File: src/rtl/regfile_scoreboard_pkg.sv
// Shared LemonPC register-file constants and types.
package regfile_scoreboard_pkg;

    localparam int unsigned XLEN       = 32;
    localparam int unsigned REG_ADDR_W = 5;
    localparam int unsigned REG_ZERO   = 0;

    typedef logic [REG_ADDR_W-1:0] reg_idx_t;

endpackage

File: src/rtl/regfile_scoreboard_if.sv
// Read, writeback, issue and flush bundle between the pipeline and the register file.
interface regfile_scoreboard_if
    import regfile_scoreboard_pkg::*;
#(
    parameter int unsigned ADDR_WIDTH = REG_ADDR_W,
    parameter int unsigned DATA_WIDTH = XLEN,
    parameter int unsigned NUM_READ   = 2
);

    logic [NUM_READ*ADDR_WIDTH-1:0] rs_addr;
    logic [NUM_READ*DATA_WIDTH-1:0] rs_data;
    logic [NUM_READ-1:0]            rs_busy;
    logic                           wen;
    logic [ADDR_WIDTH-1:0]          waddr;
    logic [DATA_WIDTH-1:0]          wdata;
    logic                           iss_valid;
    logic [ADDR_WIDTH-1:0]          iss_rd;
    logic                           flush;
    logic [ADDR_WIDTH:0]            pend_cnt;

    modport master (
        output rs_addr, wen, waddr, wdata, iss_valid, iss_rd, flush,
        input  rs_data, rs_busy, pend_cnt
    );

    modport slave (
        input  rs_addr, wen, waddr, wdata, iss_valid, iss_rd, flush,
        output rs_data, rs_busy, pend_cnt
    );

endinterface

File: src/rtl/regfile_scoreboard_reg_scoreboard.sv
// Pending-write busy vector with issue/writeback/flush priority and a registered popcount.
module reg_scoreboard
    import regfile_scoreboard_pkg::*;
#(
    parameter int unsigned ADDR_WIDTH = REG_ADDR_W,
    parameter int unsigned ZERO_REG   = 1
) (
    input  logic                    clk,
    input  logic                    rst,
    input  logic                    i_wen,
    input  logic [ADDR_WIDTH-1:0]   i_waddr,
    input  logic                    i_iss_valid,
    input  logic [ADDR_WIDTH-1:0]   i_iss_rd,
    input  logic                    i_flush,
    output logic [2**ADDR_WIDTH-1:0] o_busy,
    output logic [ADDR_WIDTH:0]     o_pend_cnt
);

    localparam int unsigned Depth = 2**ADDR_WIDTH;
    localparam int unsigned CntW  = ADDR_WIDTH + 1;

    logic [Depth-1:0] r_busy;
    logic [Depth-1:0] w_busy_d;
    logic [CntW-1:0]  r_cnt;
    logic [CntW-1:0]  w_cnt;
    logic             w_wr_ok;
    logic             w_iss_ok;

    assign w_wr_ok  = !((ZERO_REG != 0) && (i_waddr == ADDR_WIDTH'(REG_ZERO)));
    assign w_iss_ok = !((ZERO_REG != 0) && (i_iss_rd == ADDR_WIDTH'(REG_ZERO)));

    // Later assignments take priority: issue beats writeback, flush beats both.
    always_comb begin
        w_busy_d = r_busy;
        if (i_wen && w_wr_ok) begin
            w_busy_d[i_waddr] = 1'b0;
        end
        if (i_iss_valid && w_iss_ok) begin
            w_busy_d[i_iss_rd] = 1'b1;
        end
        if (i_flush) begin
            w_busy_d = '0;
        end
    end

    always_comb begin
        w_cnt = '0;
        for (int i = 0; i < int'(Depth); i++) begin
            w_cnt = w_cnt + CntW'(w_busy_d[i]);
        end
    end

    always_ff @(posedge clk or posedge rst) begin
        if (rst) begin
            r_busy <= '0;
            r_cnt  <= '0;
        end else begin
            r_busy <= w_busy_d;
            r_cnt  <= w_cnt;
        end
    end

    assign o_busy     = r_busy;
    assign o_pend_cnt = r_cnt;

endmodule

File: src/rtl/regfile_scoreboard.sv
// LemonPC integer register file: combinational read ports with write bypass, plus busy scoreboard.
module regfile_scoreboard
    import regfile_scoreboard_pkg::*;
#(
    parameter int unsigned ADDR_WIDTH = REG_ADDR_W,
    parameter int unsigned DATA_WIDTH = XLEN,
    parameter int unsigned NUM_READ   = 2,
    parameter int unsigned ZERO_REG   = 1,
    parameter int unsigned BYPASS     = 1
) (
    input  logic                 clk,
    input  logic                 rst,
    regfile_scoreboard_if.slave  bus
);

    localparam int unsigned Depth = 2**ADDR_WIDTH;

    logic [DATA_WIDTH-1:0] r_mem [Depth];
    logic [Depth-1:0]      w_busy;
    logic                  w_wr_ok;

    assign w_wr_ok = bus.wen && !((ZERO_REG != 0) && (bus.waddr == ADDR_WIDTH'(REG_ZERO)));

    always_ff @(posedge clk or posedge rst) begin
        if (rst) begin
            for (int i = 0; i < int'(Depth); i++) begin
                r_mem[i] <= '0;
            end
        end else if (w_wr_ok) begin
            r_mem[bus.waddr] <= bus.wdata;
        end
    end

    reg_scoreboard #(
        .ADDR_WIDTH (ADDR_WIDTH),
        .ZERO_REG   (ZERO_REG)
    ) u_reg_scoreboard (
        .clk         (clk),
        .rst         (rst),
        .i_wen       (bus.wen),
        .i_waddr     (bus.waddr),
        .i_iss_valid (bus.iss_valid),
        .i_iss_rd    (bus.iss_rd),
        .i_flush     (bus.flush),
        .o_busy      (w_busy),
        .o_pend_cnt  (bus.pend_cnt)
    );

    for (genvar g = 0; g < int'(NUM_READ); g++) begin : g_rd
        logic [ADDR_WIDTH-1:0] w_addr;
        logic [DATA_WIDTH-1:0] w_data;
        logic                  w_bsy;

        assign w_addr = bus.rs_addr[g*ADDR_WIDTH +: ADDR_WIDTH];

        // Same-cycle issue is deliberately not visible here; decode checks that itself.
        always_comb begin
            w_data = r_mem[w_addr];
            w_bsy  = w_busy[w_addr];
            if ((ZERO_REG != 0) && (w_addr == ADDR_WIDTH'(REG_ZERO))) begin
                w_data = '0;
                w_bsy  = 1'b0;
            end else if ((BYPASS != 0) && bus.wen && (bus.waddr == w_addr)) begin
                w_data = bus.wdata;
                w_bsy  = 1'b0;
            end
        end

        assign bus.rs_data[g*DATA_WIDTH +: DATA_WIDTH] = w_data;
        assign bus.rs_busy[g]                          = w_bsy;
    end

endmodule

File: src/flat_wrapper.sv
// flat-port wrapper written by rule: the top's interface ports become plain ports
module regfile_scoreboard_flat import regfile_scoreboard_pkg::*;
#(
    parameter int unsigned ADDR_WIDTH = REG_ADDR_W,
    parameter int unsigned DATA_WIDTH = XLEN,
    parameter int unsigned NUM_READ   = 2,
    parameter int unsigned ZERO_REG   = 1,
    parameter int unsigned BYPASS     = 1
)
  (clk, rst, bus_rs_addr, bus_wen, bus_waddr, bus_wdata, bus_iss_valid, bus_iss_rd, bus_flush, bus_rs_data, bus_rs_busy, bus_pend_cnt);
  regfile_scoreboard_if #(.ADDR_WIDTH(ADDR_WIDTH), .DATA_WIDTH(DATA_WIDTH), .NUM_READ(NUM_READ)) bus_i ();
  input  logic clk;
  input  logic rst;
  input wire logic [$bits(bus_i.rs_addr)-1:0] bus_rs_addr;
  input wire logic [$bits(bus_i.wen)-1:0] bus_wen;
  input wire logic [$bits(bus_i.waddr)-1:0] bus_waddr;
  input wire logic [$bits(bus_i.wdata)-1:0] bus_wdata;
  input wire logic [$bits(bus_i.iss_valid)-1:0] bus_iss_valid;
  input wire logic [$bits(bus_i.iss_rd)-1:0] bus_iss_rd;
  input wire logic [$bits(bus_i.flush)-1:0] bus_flush;
  output wire logic [$bits(bus_i.rs_data)-1:0] bus_rs_data;
  output wire logic [$bits(bus_i.rs_busy)-1:0] bus_rs_busy;
  output wire logic [$bits(bus_i.pend_cnt)-1:0] bus_pend_cnt;
  assign bus_i.rs_addr = bus_rs_addr;
  assign bus_i.wen = bus_wen;
  assign bus_i.waddr = bus_waddr;
  assign bus_i.wdata = bus_wdata;
  assign bus_i.iss_valid = bus_iss_valid;
  assign bus_i.iss_rd = bus_iss_rd;
  assign bus_i.flush = bus_flush;
  assign bus_rs_data = bus_i.rs_data;
  assign bus_rs_busy = bus_i.rs_busy;
  assign bus_pend_cnt = bus_i.pend_cnt;
  regfile_scoreboard #(.ADDR_WIDTH(ADDR_WIDTH), .DATA_WIDTH(DATA_WIDTH), .NUM_READ(NUM_READ), .ZERO_REG(ZERO_REG), .BYPASS(BYPASS)) u_core (.clk(clk), .rst(rst), .bus(bus_i));
endmodule
File: config.mk
export PLATFORM = sky130hd
export DESIGN_NAME = regfile_scoreboard_flat
export DESIGN_NICKNAME = d
export VERILOG_FILES = /design/src/rtl/regfile_scoreboard_pkg.sv /design/src/rtl/regfile_scoreboard_if.sv /design/src/rtl/regfile_scoreboard_reg_scoreboard.sv /design/src/rtl/regfile_scoreboard.sv /design/src/flat_wrapper.sv
export SDC_FILE = /design/constraint.sdc
export NUM_CORES = 2
export LEC_CHECK = 0
export CAP_MARGIN = 20
export CELL_PAD_IN_SITES_DETAIL_PLACEMENT = 0
export CELL_PAD_IN_SITES_GLOBAL_PLACEMENT = 1
export CORE_UTILIZATION = 53
export DETAILED_ROUTE_END_ITERATION = 8
export PLACE_DENSITY = 0.9
export REMOVE_ABC_BUFFERS = 1
export SLEW_MARGIN = 30
export SYNTH_ARGS = -nofsm -noshare
export SYNTH_HDL_FRONTEND = slang
export SYNTH_SLANG_ARGS = --single-unit
File: constraint.sdc
create_clock -name clk -period 38.5 [get_ports clk]
set_clock_uncertainty 0.2 [all_clocks]
set_input_delay 3.85 -clock clk [delete_from_list [all_inputs] [get_ports clk]]
set_output_delay 3.85 -clock clk [all_outputs]
set_load 0.01 [all_outputs]
**Word level (Yosys, flattened, before mapping)**

Index checks and enable logic that the tools add are counted.
Widths: inputs -> output; s select.

- Output and inout bits: 72
- Input port bits: 57
- Flip-flop bits (word level): 1062

- Equality and inequality tests: 2
- Mux-type cells: 28
- Magnitude comparators: 10
- Bitwise logic cells: 6
- Add/sub/neg operators: 31
- Reductions and logical operators: 13

Operator list:

| cell | count |
|---|---|
| $bwmux 1024 | 1 |
| $mux 32 | 12 |
| $bmux 32 s5 | 2 |
| $demux 32 s5 | 1 |
| $add 6x1->6 | 26 |
| $and 32x32->32 | 1 |
| $not 32->32 | 1 |
| $or 32x32->32 | 1 |
| $lt 5x6->1 const B | 4 |
| $logic_not 5->1 | 4 |
| $ge 6x6->1 const B | 3 |
| $not 5->6 | 3 |
| $bmux 1 s5 | 2 |
| $demux 1 s5 | 2 |
| $eq 5x5->1 | 2 |
| $ge 5x1->1 const B | 2 |
| $mux 1 | 8 |
| $logic_and 1x1->1 | 7 |
| $add 5x1->6 | 1 |
| $lt 6x1->1 const B | 1 |
| $add 4x1->5 | 1 |
| $add 3x1->4 | 1 |
| $add 2x1->3 | 1 |
| $add 1x1->2 | 1 |
| $logic_not 1->1 | 2 |

**Longest topological paths before layout**

- Word-level depth: 41
- Mapped depth: 23
- Depth with buffers taken out: 20

**Hierarchy**

Synthesis repeated with hierarchy kept, for this count alone.

- Cell total of the unflattened synthesis: 4069
- Area total of the unflattened synthesis: 57926.8 um2

Modules (own cells, without submodules):

| module | area each (um2) | cells each | instances | seq. area each (um2) |
|---|---|---|---|---|
| regfile_scoreboard | 55340.6 | 3813 | 1 | 25624.6 |
| reg_scoreboard | 2586.2 | 256 | 1 | 950.9 |

**Worst setup path after synthesis**

OpenSTA, ideal clock, no wires.

- Path type: input to output
- Start: input bus_rs_addr[5]
- End: output bus_rs_busy[1]
- Data required time: 34.450 ns
- Cell stages on the path: 8
- Arrival: 5.573 ns
- Setup slack: 28.877 ns
- Path buffers: 4
- Cell sequence: buf_6 > buf_4 > buf_2 > mux4_2 > mux4_2 > mux2i_1 > nor3_1 > buf_4

- Longest elaborated chain between the ends: 4
- Elaborated cells on any way between the ends: 7
- Those cells by class: eq/ne (1); mux (4); reduce/logical (2)

Ends and longest elaborated chain:

| element | line | source |
|---|---|---|
| start, declared | flat_wrapper.sv:14 | `input wire logic [$bits(bus_i.rs_addr)-1:0] bus_rs_addr;` |
| $bmux 1 s5 / $eq 5x5->1 (equally long branches) | regfile_scoreboard.sv:59, regfile_scoreboard.sv:63 |  |
| $mux 1 (not written as such) / $logic_and 1x1->1 (equally long branches) | regfile_scoreboard.sv:59, regfile_scoreboard.sv:63 |  |
| $mux 1 | regfile_scoreboard.sv:63 | `end else if ((BYPASS != 0) && bus.wen && (bus.waddr == w_addr)) begin` |
| $mux 1 * | regfile_scoreboard.sv:60 | `if ((ZERO_REG != 0) && (w_addr == ADDR_WIDTH'(REG_ZERO))) begin` |
| end, declared | flat_wrapper.sv:22 | `output wire logic [$bits(bus_i.rs_busy)-1:0] bus_rs_busy;` |

Every way passes the cells marked *; elsewhere a longest branch is shown, timed or not. The select of a mux whose other input is x is not followed.

**Final worst setup path**

- Start: input bus_rs_addr[7]
- End: output bus_rs_data[60]

- Longest elaborated chain between the ends: 6
- Elaborated cells on any way between the ends: 9
- Those cells by class: eq/ne (1); mux (5); bitwise (1); reduce/logical (2)

Ends and longest elaborated chain:

| element | line | source |
|---|---|---|
| $not 5->6 (not written as such) | regfile_scoreboard.sv:58 | `w_data = r_mem[w_addr];` |
| $bmux 32 s5 | regfile_scoreboard.sv:58 |  |
| $mux 32 (not written as such) (2 in series) | regfile_scoreboard.sv:58 |  |
| $mux 32 | regfile_scoreboard.sv:63 |  |
| $mux 32 * | regfile_scoreboard.sv:60 |  |
| end, declared | flat_wrapper.sv:21 | `output wire logic [$bits(bus_i.rs_data)-1:0] bus_rs_data;` |

Marked as above.

==> results_dict.tcl <==
set metrics [dict create \
    status "finished, final reports clean" \
    synth_compound_area_share_pct 4.92 \
    ys_types 67 \
    syn_inst 4068 \
    rrSetupSlack_ps 33310 \
    hpwl_mm 99.3 \
    leakage_nw 27.5 \
    core_area_sq_mm 0.108 \
    reg2reg_from "u_core.u_reg_scoreboard.o_busy[23]$_DFF_PP0_" \
    post-route-period-util_pct 31.3 \
    io_buffers 128 \
    track_usage_pct 31.9 \
    crit_fanout 35 \
    dr_total_vias 38800 \
    antenna_found_initial 2 \
    num_io_pins 129 \
    drive_gt1_share_pct 46.1 \
    totalWireLength_mm 175 \
    dr.pass1.iters 6 \
    cts_htree_levels 3 \
    post-synth-top-area-fraction_pct 45.9 \
    gp_congestion 0.835 \
    slew_viol_final 0 \
    synthSimpleGateAreaFrac_pct 3.53 \
    cts_tree "done" \
    powerDensity_mw_per_mm2 51.4 \
    grt_max_degree 179 \
    worst_slew_pin_slew_ps 1010 \
    clock-root-buffer "clkbuf_16" \
    crit_type "input port to output port" \
    synth_area_leaders "dfrtp_1 46%, mux2_2 20%, mux4_2 18%" \
    synthAdderAreaFrac_pct 0.980 \
    clk_pin_slew_ps 60 \
    via_per_inst 7.10 \
    finalHoldViolCount 0 \
    ys_ff_latch 1062 \
    postRouteAntennaNets 0 \
    hold_path_class "flip-flop to flip-flop" \
    remaining_drc_errors 0 \
    holdCritStartpoint "u_core.r_mem[995]$_DFFE_PP0P_" \
    ys_warn_count 0 \
    synth-edff-count 0 \
    first_global_vias 39700 \
    report.final.setup_viol 0 \
    reg2reg_to "u_core.u_reg_scoreboard.o_pend_cnt[4]$_DFF_PP0_" \
    rr_worst_depth 16 \
    clk_latency_ps 730 \
    async_flop_share_pct 100 \
    clock.fmax_mhz 83.0 \
    clock_path_buffers 3 \
    post-synth-top-count-cell "dfrtp_1" \
    ys.flop_type "dfrtp_1" \
    peakVddDrop_v 0.0000376 \
    end_kind "output port" \
    rsz0062_at_grt "false" \
    fp-row-count 120 \
    grt_pass1_wl_mm 263 \
    hold_buffers 0 \
    numCtsBuffers 112 \
    synthTopCellsByCount "1062 x dfrtp_1, 1043 x mux2_2, 456 x mux4_2, 223 x clkbuf_1, 141 x mux2i_1" \
    drv_cap 0 \
    maxSlewHeadroom_pct 32.3 \
    setup_tns_ps 0 \
    avgSynthCellArea_sq_um 14.2 \
    required_ps 34450 \
    start_kind "input port" \
    die_h_microns 333 \
    drt_iter0_drc 4131 \
    synth-xor-area-share_pct 0.197 \
    die_area_sq_mm 0.111 \
    netlist_area_sq_mm 0.0579 \
    postCtsSetupRepairBufs 0 \
    synth_top_family_by_area "multiplexers" \
    syn2layout_area_growth_pct 10.0 \
    fillerInstances 8053 \
    post_cts_resize_count 0 \
    synthMuxAreaShare_pct 40.5 \
    wl_per_cell_microns 32.1 \
    ys_seq_area_share_pct 45.9 \
    nNetsFinal 4065 \
    min_path_cells 0 \
    antenna_cells 0 \
    start_util_pct 53.8 \
    grt_overflow_total 0 \
    finalCriticalPeriod_ps 12050 \
    numClockSinks 1062 \
    crit_arrival_ps 8000 \
    synth_top_cell_by_area "dfrtp_1" \
    fp.dieW_microns 333 \
    whs_endpoint "u_core.r_mem[995]$_DFFE_PP0P_" \
    final_core_util_pct 59.2 \
]
## cells by family (layout without fill, tap and decap cells)
family,count (synthesis),in the layout
AOI/OAI and AO/OA,404,404
xor gates and xnor gates,13,13
adders and majority gates,31,31
buffers and inverters,493,485
DFF,1062,1062
muxes,1643,1643
and+or+nand+nor,422,422
## layout by cell type, fill, tap and decap left out, types with 12 or more instances in the layout
cell type,count
dfrtp_1,1062
mux2_2,1043
mux4_2,456
mux2i_1,141
clkbuf_16,112
buf_4,107
clkdlybuf4s50_1,99
nand2_1,93
o22ai_1,90
nor2_1,82
a22oi_1,73
nor3_1,57
o21ai_0,52
nand3_1,48
inv_1,41
a211oi_1,27
a21oi_1,25
nor4_1,25
a221oi_1,25
fa_1,24
clkbuf_8,23
clkbuf_1,23
buf_2,22
nand2b_1,19
a21o_1,19
nor2b_1,18
a32o_1,18
bufinv_16,15
nand2_2,14
o211ai_1,14
a22o_1,13
clkinv_2,12
## worst max-delay path by stage
stage                         startpoint                           to  slack (ps)  depth (start not counted)
final                     bus_rs_addr[7]              bus_rs_data[60]       26450                          9
after global routing      bus_rs_addr[5]              bus_rs_data[57]       26340                          9
after CTS                 bus_rs_addr[5]              bus_rs_data[57]       26500                          9
after detailed placement  bus_rs_addr[5]              bus_rs_data[57]       26550                          9
after global placement    bus_rs_addr[5]              bus_rs_data[38]       26560                          8
after floorplan                      rst  u_core.r_mem[0]$_DFFE_PP0P_        4560                          1
## per-layer routing
metal,wire [microns],vias to the layer above,track usage (%)
li1,-,15400,-
met1,66300,20600,42.4
met2,83700,2222,50.7
met3,17100,500,6.98
met4,8300,2,13.9
met5,13,-,0
## cell type report
class	count	area, sq um	area share, %
clock inverter	39	676	1.06
timing repair buffer	244	2160	3.39
clock buffer	158	3210	5.03
tap	1403	1760	2.75
sequential	1062	26600	41.7
inverter	44	173	0.271
multi-input combinational	2513	29200	45.8
## worst max-delay path: stages
cell and delay [ps]:
buf_4 470, buf_4 550, xor2_1 120, nor4_1 420, and3_2 620, buf_4 410, or3_1 620, o221ai_1 260
clkdlybuf4s50_1 570
## report_power, final
part           leakage (nW)  switching, mW  internal (mW)  total [mW]
logic                  11.9          0.266          0.391       0.658
clock network          1.89          0.465          0.679        1.14
registers              13.7          0.154           1.32        1.48
## stage by stage
step | power [mW] | setup WS [ps] | instances | instance area, sq um | hold WS [ps]
after global placement | 2.10 | 26560 | 5264 | 59900 | 177
after CTS | 3.28 | 26500 | 5462 | 63700 | 196
after detailed placement | 2.14 | 26550 | 5265 | 59800 | 184
final | 3.28 | 26450 | 5463 | 63800 | 194
after floorplan | 1.91 | 4560 | 3619 | 55800 | 165
after global routing | 3.40 | 26340 | 5463 | 63800 | 209
## registers in the layout, indices dropped and copies added, names as in the netlist
register	flops
u_core.u_reg_scoreboard.o_pend_cnt	6
u_core.u_reg_scoreboard.o_busy	32
u_core.r_mem	1024
No activity file was read; power rests on OpenSTA's default activity.
